**config.mk**
```make
export PLATFORM = sky130hd
export DESIGN_NAME = cmp_search_fsm
export DESIGN_NICKNAME = d
export VERILOG_FILES = /design/src/rtl/cmp_search_fsm.sv
export SDC_FILE = /design/constraint.sdc
export NUM_CORES = 1
export LEC_CHECK = 0
export ABC_CLOCK_PERIOD_IN_PS = 2550
export CORE_UTILIZATION = 49
export CTS_CLUSTER_DIAMETER = 120
export DETAILED_ROUTE_END_ITERATION = 8
export HOLD_SLACK_MARGIN = 0.08
export PLACE_DENSITY = 0.75
export REMOVE_ABC_BUFFERS = 1
export SKIP_LAST_GASP = 1
export SYNTH_ARGS = -nofsm -noshare
export SYNTH_HDL_FRONTEND = slang
export SYNTH_SLANG_ARGS = --single-unit
```
**constraint.sdc**
```tcl
create_clock -name clk -period 2.55 [get_ports clk]
set_clock_uncertainty 0.2 [all_clocks]
set_input_delay 0.51 -clock clk [delete_from_list [all_inputs] [get_ports clk]]
set_output_delay 0.51 -clock clk [all_outputs]
set_load 0.05 [all_outputs]
```
**src/rtl/cmp_search_fsm.sv**
```systemverilog
// cmp_search_fsm: binary-search controller for a WIDTH-bit magnitude comparator.
// Drives the comparator's A operand (guess), samples its gt/eq/lt flags and
// narrows a [lo, hi] window until eq is seen or the window is exhausted.
// Optional feature: define CMP_SEARCH_CHECK_EN to flag non-one-hot comparator
// outputs through err; without it err is tied low and eq > gt > lt priority
// applies, with all-zero flags treated as lt.
module cmp_search_fsm #(
    parameter int WIDTH  = 3,
    parameter int STEP_W = 3
) (
    input  logic              clk,
    input  logic              rst,
    input  logic              start,
    input  logic              gt,
    input  logic              eq,
    input  logic              lt,
    output logic [WIDTH-1:0]  guess,
    output logic              busy,
    output logic              done,
    output logic [WIDTH-1:0]  found,
    output logic [STEP_W-1:0] steps,
    output logic              miss,
    output logic              err
);

    typedef enum logic [1:0] {
        IDLE  = 2'd0,
        DRIVE = 2'd1,
        EVAL  = 2'd2,
        DONE  = 2'd3
    } state_t;

    // Window bounds carry one extra bit so lo can step past 2^WIDTH-1.
    localparam logic [WIDTH:0]   MAX_VAL  = {1'b0, {WIDTH{1'b1}}};
    localparam logic [WIDTH-1:0] MID_INIT = WIDTH'(MAX_VAL >> 1);

    state_t          state_reg;
    logic [WIDTH:0]  lo_reg;
    logic [WIDTH:0]  hi_reg;

    logic [WIDTH:0]   lo_next;
    logic [WIDTH:0]   hi_next;
    logic [WIDTH-1:0] guess_next;
    logic             exhausted;
    logic [WIDTH:0]   guess_ext;

    assign guess_ext = {1'b0, guess};

`ifdef CMP_SEARCH_CHECK_EN
    logic err_reg;
    logic flags_bad;

    // Exactly one of gt/eq/lt must be set for a sane comparator.
    assign flags_bad = ({gt, eq, lt} != 3'b100) &&
                       ({gt, eq, lt} != 3'b010) &&
                       ({gt, eq, lt} != 3'b001);
    assign err = err_reg;
`else
    assign err = 1'b0;
`endif

    // Narrowed window and next midpoint for a non-eq evaluation; gt at guess 0
    // would underflow hi, so it is treated directly as an exhausted window.
    always_comb begin
        lo_next    = lo_reg;
        hi_next    = hi_reg;
        exhausted  = 1'b0;
        if (gt) begin
            if (guess == '0) begin
                exhausted = 1'b1;
            end else begin
                hi_next = guess_ext - 1'b1;
            end
        end else begin
            lo_next = guess_ext + 1'b1;
        end
        if (lo_next > hi_next) begin
            exhausted = 1'b1;
        end
        guess_next = WIDTH'((lo_next + hi_next) >> 1);
    end

    // Search FSM with registered outputs; DONE holds results until restart.
    always_ff @(posedge clk) begin
        if (rst) begin
            state_reg <= IDLE;
            lo_reg    <= '0;
            hi_reg    <= '0;
            guess     <= '0;
            busy      <= 1'b0;
            done      <= 1'b0;
            found     <= '0;
            steps     <= '0;
            miss      <= 1'b0;
`ifdef CMP_SEARCH_CHECK_EN
            err_reg   <= 1'b0;
`endif
        end else begin
            case (state_reg)
                IDLE, DONE: begin
                    if (start) begin
                        lo_reg    <= '0;
                        hi_reg    <= MAX_VAL;
                        guess     <= MID_INIT;
                        steps     <= '0;
                        miss      <= 1'b0;
                        found     <= '0;
                        busy      <= 1'b1;
                        done      <= 1'b0;
`ifdef CMP_SEARCH_CHECK_EN
                        err_reg   <= 1'b0;
`endif
                        state_reg <= DRIVE;
                    end
                end
                DRIVE: begin
                    // Comparator settles on the freshly registered guess.
                    state_reg <= EVAL;
                end
                EVAL: begin
                    steps <= steps + 1'b1;
`ifdef CMP_SEARCH_CHECK_EN
                    if (flags_bad) begin
                        err_reg   <= 1'b1;
                        done      <= 1'b1;
                        busy      <= 1'b0;
                        state_reg <= DONE;
                    end else
`endif
                    if (eq) begin
                        found     <= guess;
                        done      <= 1'b1;
                        busy      <= 1'b0;
                        state_reg <= DONE;
                    end else begin
                        lo_reg <= lo_next;
                        hi_reg <= hi_next;
                        if (exhausted) begin
                            miss      <= 1'b1;
                            done      <= 1'b1;
                            busy      <= 1'b0;
                            state_reg <= DONE;
                        end else begin
                            guess     <= guess_next;
                            state_reg <= DRIVE;
                        end
                    end
                end
                default: begin
                    state_reg <= IDLE;
                end
            endcase
        end
    end

endmodule

```
Word level (Yosys, flattened, before mapping)
Index checks and enable logic that the tools add are counted.
{ "word_totals": {"reg_bits": 22, "inputBits": 6, "out_inout_bits": 13, "word_cells": 67} }
{ "classes": {"addsub": 4, "order_cmp": 1, "eq_ne": 9, "mux": 34, "reduce_logical": 10} }
{ "ops": {"columns": ["cell", "n"], "rows": [
  ["$mux W4", 7],
  ["$pmux W3 S2", 3],
  ["$pmux W4 S2", 2],
  ["$mux W3", 5],
  ["$mux W1", 10],
  ["$ne A2 B2 Y1 const B", 5],
  ["$reduce_and A3 Y1", 3],
  ["$reduce_and A4 Y1", 2],
  ["$mux W2", 3],
  ["$pmux W1 S2", 3],
  ["$pmux W2 S3", 1],
  ["$add A3 B1 Y4 const B", 1],
  ["$add A4 B4 Y4", 1],
  ["$eq A2 B2 Y1 const B", 2],
  ["$gt A4 B4 Y1", 1],
  ["$sub A3 B1 Y4 const B", 1],
  ["$add A3 B1 Y3 const B", 1],
  ["$logic_not A3 Y1", 1],
  ["$ne A3 B3 Y1 const B", 1],
  ["$eq A2 B1 Y1 const B", 1],
  ["$logic_not A2 Y1", 1],
  ["$reduce_and A2 Y1", 1],
  ["$reduce_bool A2 Y1", 1],
  ["$reduce_or A2 Y1", 1]
]} }

Logic depth before layout (Yosys ltp)
Gate-level depths: netlist of the first run.
{ "depth": {"ltp_word": 8, "mapped_depth": 12, "ltp_nobuf": 12} }

Worst setup path before layout of the first run
No wires, ideal clock.
{ "synth_timing": {"path_kind": "register -> register", "from": "register guess[0]", "to": "register guess[1]", "setup_time_ps": 91, "t_arrival_ps": 2969, "required_ps": 2259, "setup_slack_ps": -710, "stages_incl_launch_ff": 12, "n_path_buf": 0, "period_less_slack_ps": 3260, "path_cell_list": "dfxtp_1 -> inv_1 -> ha_1 -> nand2b_1 -> nand2_1 -> mux2i_1 -> inv_1 -> ha_1 -> nor4b_2 -> o22ai_2 -> a211o_1 -> a311oi_1"} }
{ "synth_between": {"elab_chain_cells": 7, "elab_cells_between_ends": 16, "cone_classes": "3 x add/sub; 1 x order compare; 1 x eq/ne; 9 x mux; 2 x reduce/logical"} }
{ "synth_lines": {"columns": ["element", "line", "text"], "rows": [
  ["start, declared", "17", "output logic [WIDTH-1:0] guess,"],
  ["start signal, assigned", "144", "guess <= guess_next;"],
  ["$sub A3 B1 Y4 / $logic_not A3 Y1 (equally long branches)", "72, 69", null],
  ["$mux W4", "69", "if (guess == '0) begin"],
  ["$mux W4", "68", "if (gt) begin"],
  ["$add A4 B4 Y4 / $gt A4 B4 Y1 (equally long branches)", "80, 77", null],
  ["$mux W3 / $mux W1 (equally long branches)", "138, 77", null],
  ["$mux W3 / $ne A2 B2 Y1 (equally long branches)", null, null],
  ["$pmux W3 S2 / $reduce_and A4 Y1 (equally long branches)", null, null]
]} }
Parallel ways exist; a longest one is shown, timed or not. The select of a mux whose other input is x is not followed.
A chain may end at the register's enable or synchronous reset.

Final worst setup path of the first run
{ "layout_timing": {"from": "register guess[0]", "to": "register guess[0]"} }
The elaborated chain is that of the path after synthesis.

==> results.txt, run 1 <==
----------------------------------------------------
[CTS]
  Clock latency of the later-clocked register in the worst-skew pair ... 0.34 ns
  Buffer cell driving the clock tree root ... clkbuf_4
  Register clock-pin slew on the reported worst setup and hold paths ... 0.14 ns
  Count of clock tree sinks ... 22
  Clock buffer count from CTS ... 3
  CTS tree ... built
  Total number of H-tree levels ... 1
  CTS Buffer Depth ... 2
  Post-CTS Hold Buffers ... 0

[Finish]
  Final #Nets ... 227
  Final Util ... 74.9%
  Number of antenna diodes ... 0
  Synthesis-to-layout area growth ... 44.7%
  Filler Cell Count ... 173
  Share of layout cells above drive strength 1 ... 35.6%

[Worst setup path]
  Worst setup path category ... reg2reg
  Largest fanout on the critical path ... 6
  Largest delay contributor family on the critical path ... simple AND/OR/NAND/NOR gates
  Slowest stage cell on the critical path ... dfxtp_2
  Worst setup path start ... guess[0]$_SDFFE_PP0P_
  Signal arrival time at the worst endpoint ... 2.77 ns
  Beginning of the worst register-to-register path ... guess[0]$_SDFFE_PP0P_
  CP Data Required Time ... 2.61 ns
  Number of buffers and inverters on the critical path ... 4
  Crit path top cell by count ... buf_4
  Largest stage delay on the critical path ... 0.41 ns
  CP Capture Type ... flop
  Critical-path cell list ... inv_4, ha_4, nand2b_4, buf_6, nand3_1, nand2_2, buf_4, buf_4, ha_1, nor2_1, o211a_4, or2_4, a311oi_2
  Type of element launching the critical path ... flop

[Yosys]
  Cell types occupying the most area after synthesis ... dfxtp_1, ha_1, nor2_1
  Number of synthesized flops with an enable pin ... 0
  Post-synthesis average cell area ... 8.59 um^2
  Sequential area share after synthesis ... 30.9%
  Ys flop type ... dfxtp_1
  Largest area contributor in the synthesized netlist ... dfxtp_1
  Most frequent cell after synthesis ... dfxtp_1
  Fraction of registers with async set or reset after synthesis ... 0%
  Post-Syn Instances ... 166
  Number of flip-flops and latches in the synthesized netlist ... 22
  Top-area cell type share of the netlist area ... 30.9%
  Mapped Area ... 1430 um^2
  Number of warnings issued by yosys ... 0
  Commonest cells in the synthesized netlist ... dfxtp_1, nor2_1, ha_1, inv_1
  Number of distinct standard cells referenced by the synthesized netlist ... 48

[Timing]
  Final max-slew violation count ... 0
  Min Hold Slack ... 0.263 ns
  Fmax achieved ... 0.369 GHz
  Max-slew headroom ... 58.4%
  Final setup viols ... 6
  Worst-margin pin slew ... 0.622 ns
  Final hold violation count ... 0
  Shortest clock period the worst path allows after layout ... 2.71 ns
  Worst setup slack after layout ... -0.163 ns
  RSZ-0062 raised after global routing ... true
  Final Cycle Share ... 106%

[Placement]
  Number of port buffers ... 16
  Detailed placement HPWL ... 2470 um
  RD Place Congestion ... 0.865

[Global route]
  Overall track demand over capacity in global routing ... 27.3%
  Wire length of the first global-routing pass ... 6480 um
  Overall overflow remaining after global route ... 0
  Initial antenna violation count ... 0
  Largest net degree at the start of global routing ... 18
  Number of global-route vias before repair ... 1375

[Power and ir drop]
  Post-route total power ... 1600 uW
  Power density over the cells ... 774 nW/um^2
  Lkg Pwr ... 0.000816 uW
  Maximum vdd drop ... 549 uV

[Detailed routing]
  Wire length per cell after detailed routing ... 19.0 um
  First-pass detailed-route iteration total ... 4
  Detailed-route vias per instance ... 6.14
  Starting DRC count in detailed routing ... 70
  Highest metal layer with signal wires ... met4
  DRC violations left ... 0
  Final wirelength ... 4480 um
  Routed wire length on met3 ... 294 um
  Detailed-routing wirelength on met1 ... 1860 um
  DRT antenna net count ... 0
  Vias after detailed routing ... 1450
  Wire length on met2 ... 2130 um

[Die]
  Area of the placeable core ... 2760 um^2
  Boundary Pins ... 19
  Starting density of the core ... 51.7%
  Total die area ... 3130 um^2
  DIE WIDTH ... 56.0 um
  Overall die height ... 56.0 um
  Row cnt ... 19

[Hold path]
  Hold WC Path Type ... reg2reg
  Worst Min Path Start ... hi_reg[3]$_SDFFE_PP0P_

[Outcome]
  Result of the run ... finished, violations left
  Failing checks ... setup timing

[Flow run]
  Max-cap violations ... 0

----------------------------------------------------
## layout by cell type (no fill, tap or decap), types with 2 or more instances in the layout
master            n
nand2_1           6
buf_6             2
a21oi_1           5
a311oi_2          2
mux2i_4           2
a21oi_2           2
a211o_1           2
a31oi_1           2
nor2_1           18
nor3_2            2
ha_1              8
nor2b_1           2
buf_4            26
o21ai_0           4
or2_4             2
a211oi_2          2
a211oi_1          3
inv_1            10
a22oi_1           6
dfxtp_1          21
nand3_1           2
clkbuf_4          3
a21o_1            2
ha_4              6
nand2b_1          7
inv_2             3
clkdlybuf4s50_1  15
a32oi_1           3
xnor2_1           2
## final cells by class
type	instances	area, um^2	area share [%]
multi-input combinational	121	1100	53.3
tap	31	38.8	1.88
inverter	14	55.1	2.67
sequential	22	442	21.4
timing repair buffer	44	377	18.2
clock buffer	3	22.5	1.09
clock inverter	1	30.0	1.45
## timing repair
| item | in CTS | in global routing |
|---|---|---|
| gates resized for setup | 26 | 18 |
| setup buffers | 5 | 3 |
| endpoints found under the setup margin | 7 | 7 |
| pin swaps | 16 | 5 |
## stage by stage
step / setup TNS [ns] / instances / instance area (um^2) / worst slack (ns)
3_3_place_gp: -2.86 / 224 / 1730 / -0.464
5_1_grt: -1.06 / 236 / 2060 / -0.264
3_5_place_dp: -3.50 / 224 / 1730 / -0.586
2_1_floorplan: -4.16 / 157 / 1380 / -0.699
4_1_cts: -0.00630 / 233 / 1950 / -0.00630
6_report: -0.543 / 236 / 2060 / -0.163
## worst register-to-register path, delay by kind of cell (launching register included)
family	cells	cell delay, ns
simple gates	5	0.74
compound gates	2	0.55
flops	1	0.41
buf+inv	4	0.40
fa+ha+maj	2	0.34
## kinds of logic (layout without fill, tap and decap cells)
family | count (synthesis) | after routing | synth area share, %
AND/OR/NAND/NOR | 50 | 50 | 17.9
AO/OA/AOI/OAI | 48 | 48 | 25.6
buffers and inverters | 23 | 62 | 6.75
flip-flops | 22 | 22 | 30.9
adder cells (fa/ha/maj) | 15 | 15 | 13.2
XOR/XNOR | 4 | 4 | 2.46
multiplexers | 3 | 3 | 2.98
other | 1 | 1 | 0.263
## metal layers
layer | up-vias | global-route usage [%]
li1 | 667 | -
met1 | 681 | 33.9
met2 | 77 | 43.9
met3 | 25 | 5.35
met4 | 0 | 16.0
met5 | - | 0
## power breakdown
part,leakage (uW),switching [uW],total (uW),internal (uW)
logic,0.000608,494,908,414
registers,0.000180,27.9,403,375
clock network,0.0000279,127,286,159
## worst paths after layout
path | endpoint | slack (ns) | cells past startpoint
setup / recovery | guess[0]$_SDFFE_PP0P_ | -0.16 | 13
hold / removal | hi_reg[3]$_SDFFE_PP0P_ | 0.26 | 2
setup reg to reg | guess[0]$_SDFFE_PP0P_ | -0.16 | 13
hold reg to reg | hi_reg[3]$_SDFFE_PP0P_ | 0.26 | 2
No activity file was read; power rests on OpenSTA's default activity.
==> run 2, diff against run 1 <==
Settings changed: CORE_UTILIZATION 49 to 45, PLACE_DENSITY 0.75 to 0.7.
==> run 2 against run 1 <==
The run still ends with setup timing left. Global-route usage fell by 2.7 points. Core utilization decreased by 6.9 points. Count of clock-buffer cells in the layout stayed put. Register-to-register slack gained 0.10 ns. Clock power barely moved. Sequential power is essentially flat. Worst setup slack better by 0.10 ns. Die area is 8.6% higher. Final area decreased by 0.36%. Flip-flop and latch count stayed put. Wire length fell by 14%. Total power shrank 3.3%. Critical path type unchanged. Largest power group unchanged.
==> results.txt, run 2 (synthesis results as in run 1) <==
----------------------------------------------------
[Finish]
  Area used by sequential logic in the layout ... 443 um^2 (+0.28%)
  Number of antenna diodes ... 0 (unchanged)
  Share of layout cells above drive strength 1 ... 35.0% (-0.63 points)
  Multi-input logic area ... 1090 um^2 (-0.68%)
  Most common cell after layout, fill and taps aside ... buf_4
  Final #Nets ... 225 (-0.88%)
  Synthesis-to-layout area growth ... 44.2%
  Final Util ... 67.9% (-6.9 points)
  Filler Cell Count ... 233 (+35%)
  Leading cell types in the layout, fill and taps excluded ... buf_4, dfxtp_1, nor2_1

[Global route]
  Wire length of the first global-routing pass ... 6290 um (-2.9%)
  Largest net degree at the start of global routing ... 19 (+1)
  Overall overflow remaining after global route ... 0 (unchanged)
  Overall track demand over capacity in global routing ... 24.6% (-2.7 points)
  Number of global-route vias before repair ... 1345 (-2.2%)
  Initial antenna violation count ... 0 (unchanged)

[Die]
  Boundary Pins ... 19 (unchanged)
  Row cnt ... 20 (+1)
  Total die area ... 3400 um^2 (+8.6%)
  DIE WIDTH ... 58.3 um (+4.2%)
  Starting density of the core ... 47.1% (-4.6 points)
  Overall die height ... 58.3 um (+4.2%)
  Area of the placeable core ... 3030 um^2 (+9.8%)

[Timing]
  RSZ-0062 raised after global routing ... true
  Final max-slew violation count ... 0 (unchanged)
  Final Cycle Share ... 102% (-4.0 points)
  Worst setup slack after layout ... -0.0603 ns (+0.103 ns)
  Worst-margin pin slew ... 0.684 ns (+0.0621 ns)
  Fmax achieved ... 0.383 GHz (+3.9%)
  Final hold violation count ... 0 (unchanged)
  Min Hold Slack ... 0.267 ns (+0.00358 ns)
  Max-slew headroom ... 54.3% (-4.2 points)
  Final setup viols ... 1 (-5)
  Shortest clock period the worst path allows after layout ... 2.61 ns (-0.103 ns)
  Setup TNS ... -0.0603 ns (+0.483 ns)

[Detailed routing]
  Detailed-routing wirelength on met1 ... 1710 um (-7.7%)
  Detailed-route vias per instance ... 5.54 (-9.8%)
  Starting DRC count in detailed routing ... 47 (-33%)
  Vias after detailed routing ... 1369 (-5.6%)
  Wire length on met2 ... 1870 um (-12%)
  Highest metal layer with signal wires ... met4
  First-pass detailed-route iteration total ... 4 (unchanged)
  Final wirelength ... 3850 um (-14%)
  Wire length per cell after detailed routing ... 15.6 um (-18%)
  DRC violations left ... 0 (unchanged)
  DRT antenna net count ... 0 (unchanged)
  Routed wire length on met3 ... 150 um (-49%)

[CTS]
  CTS tree ... built
  Register clock-pin slew on the reported worst setup and hold paths ... 0.15 ns (about the same)
  Clock latency of the later-clocked register in the worst-skew pair ... 0.33 ns (about the same)
  CTS Buffer Depth ... 2 (unchanged)
  Buffer cell driving the clock tree root ... clkbuf_4
  Total number of H-tree levels ... 1 (unchanged)
  Clock buffer count from CTS ... 3 (unchanged)
  Count of clock tree sinks ... 22 (unchanged)
  Post-CTS Hold Buffers ... 0 (unchanged)

[Placement]
  Setup Slack @ Placement ... -0.607 ns (-0.0204 ns)
  Detailed placement HPWL ... 2630 um (+6.6%)
  RD Place Congestion ... 0.890 (+2.9%)
  Number of port buffers ... 16 (unchanged)

[Outcome]
  Result of the run ... finished, violations left
  Failing checks ... setup timing

[Worst setup path]
  Largest delay contributor family on the critical path ... compound AO/OA/AOI/OAI gates
  Worst setup path category ... reg2reg
  CP Data Required Time ... 2.58 ns (-0.03 ns)
  Signal arrival time at the worst endpoint ... 2.64 ns (-0.13 ns)
  CP Capture Type ... flop
  Largest stage delay on the critical path ... 0.35 ns (-0.06 ns)
  Number of buffers and inverters on the critical path ... 2 (-2)
  Slowest stage cell on the critical path ... dfxtp_2
  Type of element launching the critical path ... flop
  Critical-path cell list ... inv_2, ha_4, nand2b_4, nand2_4, mux2i_4, inv_2, ha_4, and2b_2, o211a_4, a211o_1, a311oi_1
  Largest fanout on the critical path ... 6 (unchanged)

[Flow run]
  Max-cap violations ... 0 (unchanged)

[Power and ir drop]
  Maximum vdd drop ... 296 uV (-46%)
  Lkg Pwr ... 0.000804 uW (-1.4%)
  Power density over the cells ... 751 nW/um^2 (-3.0%)

[Hold path]
  Hold WC Path Type ... reg2reg

----------------------------------------------------
run 2: changes by cell type in the layout (fill, tap and decap cells not counted), sizes merged:
| cell | change |
|---|---|
| buf | -2 |
run 2: layout make-up:
cell class / count / share of cell area [%]
multi-input combinational: 121 / 53.1
sequential: 22 / 21.5
timing repair buffer: 42 / 17.6
tap: 44 / 2.68
inverter: 14 / 2.55
clock inverter: 1 / 1.46
clock buffer: 3 / 1.09
run 2: timing repair:
item | in CTS | in global routing
buffers inserted | 2 | 1
pin swaps | 10 | 15
setup endpoints to repair | 7 | 7
resized for setup | 29 | 15
run 2: final timing paths:
check | cells past startpoint | endpoint | from | slack (ns)
max reg2reg | 11 | guess[1]$_SDFFE_PP0P_ | guess[0]$_SDFFE_PP0P_ | -0.06
max | 11 | guess[1]$_SDFFE_PP0P_ | guess[0]$_SDFFE_PP0P_ | -0.06
min | 2 | miss$_SDFFE_PP0P_ | miss$_SDFFE_PP0P_ | 0.27
min reg2reg | 2 | miss$_SDFFE_PP0P_ | miss$_SDFFE_PP0P_ | 0.27
run 2: routing by layer:
metal,track usage [%],vias to the layer above
met5,0,-
met4,9.52,0
met3,3.30,16
met2,41.9,49
met1,31.6,637
li1,-,667
run 2: power by group:
group | switching (uW) | leakage [uW] | total, uW | internal, uW
clock | 129 | 0.0000279 | 288 | 159
sequential | 25.3 | 0.000180 | 401 | 376
combinational | 458 | 0.000596 | 855 | 397
run 2: worst register-to-register path, stage by stage (launching register included):
cell      delay, ns
dfxtp_2        0.35
inv_2          0.08
ha_4           0.14
nand2b_4       0.07
nand2_4        0.11
mux2i_4        0.25
inv_2          0.06
ha_4           0.29
and2b_2        0.23
o211a_4        0.17
a211o_1        0.28
a311oi_1       0.28
run 2: metrics by stage:
step	std cells	area [um^2]	total power [uW]
final	247	2060	1540
after global routing	247	2060	1620
after CTS	246	1980	1440
after detailed placement	240	1770	1030
after global placement	240	1770	1020
after floorplan	157	1380	807
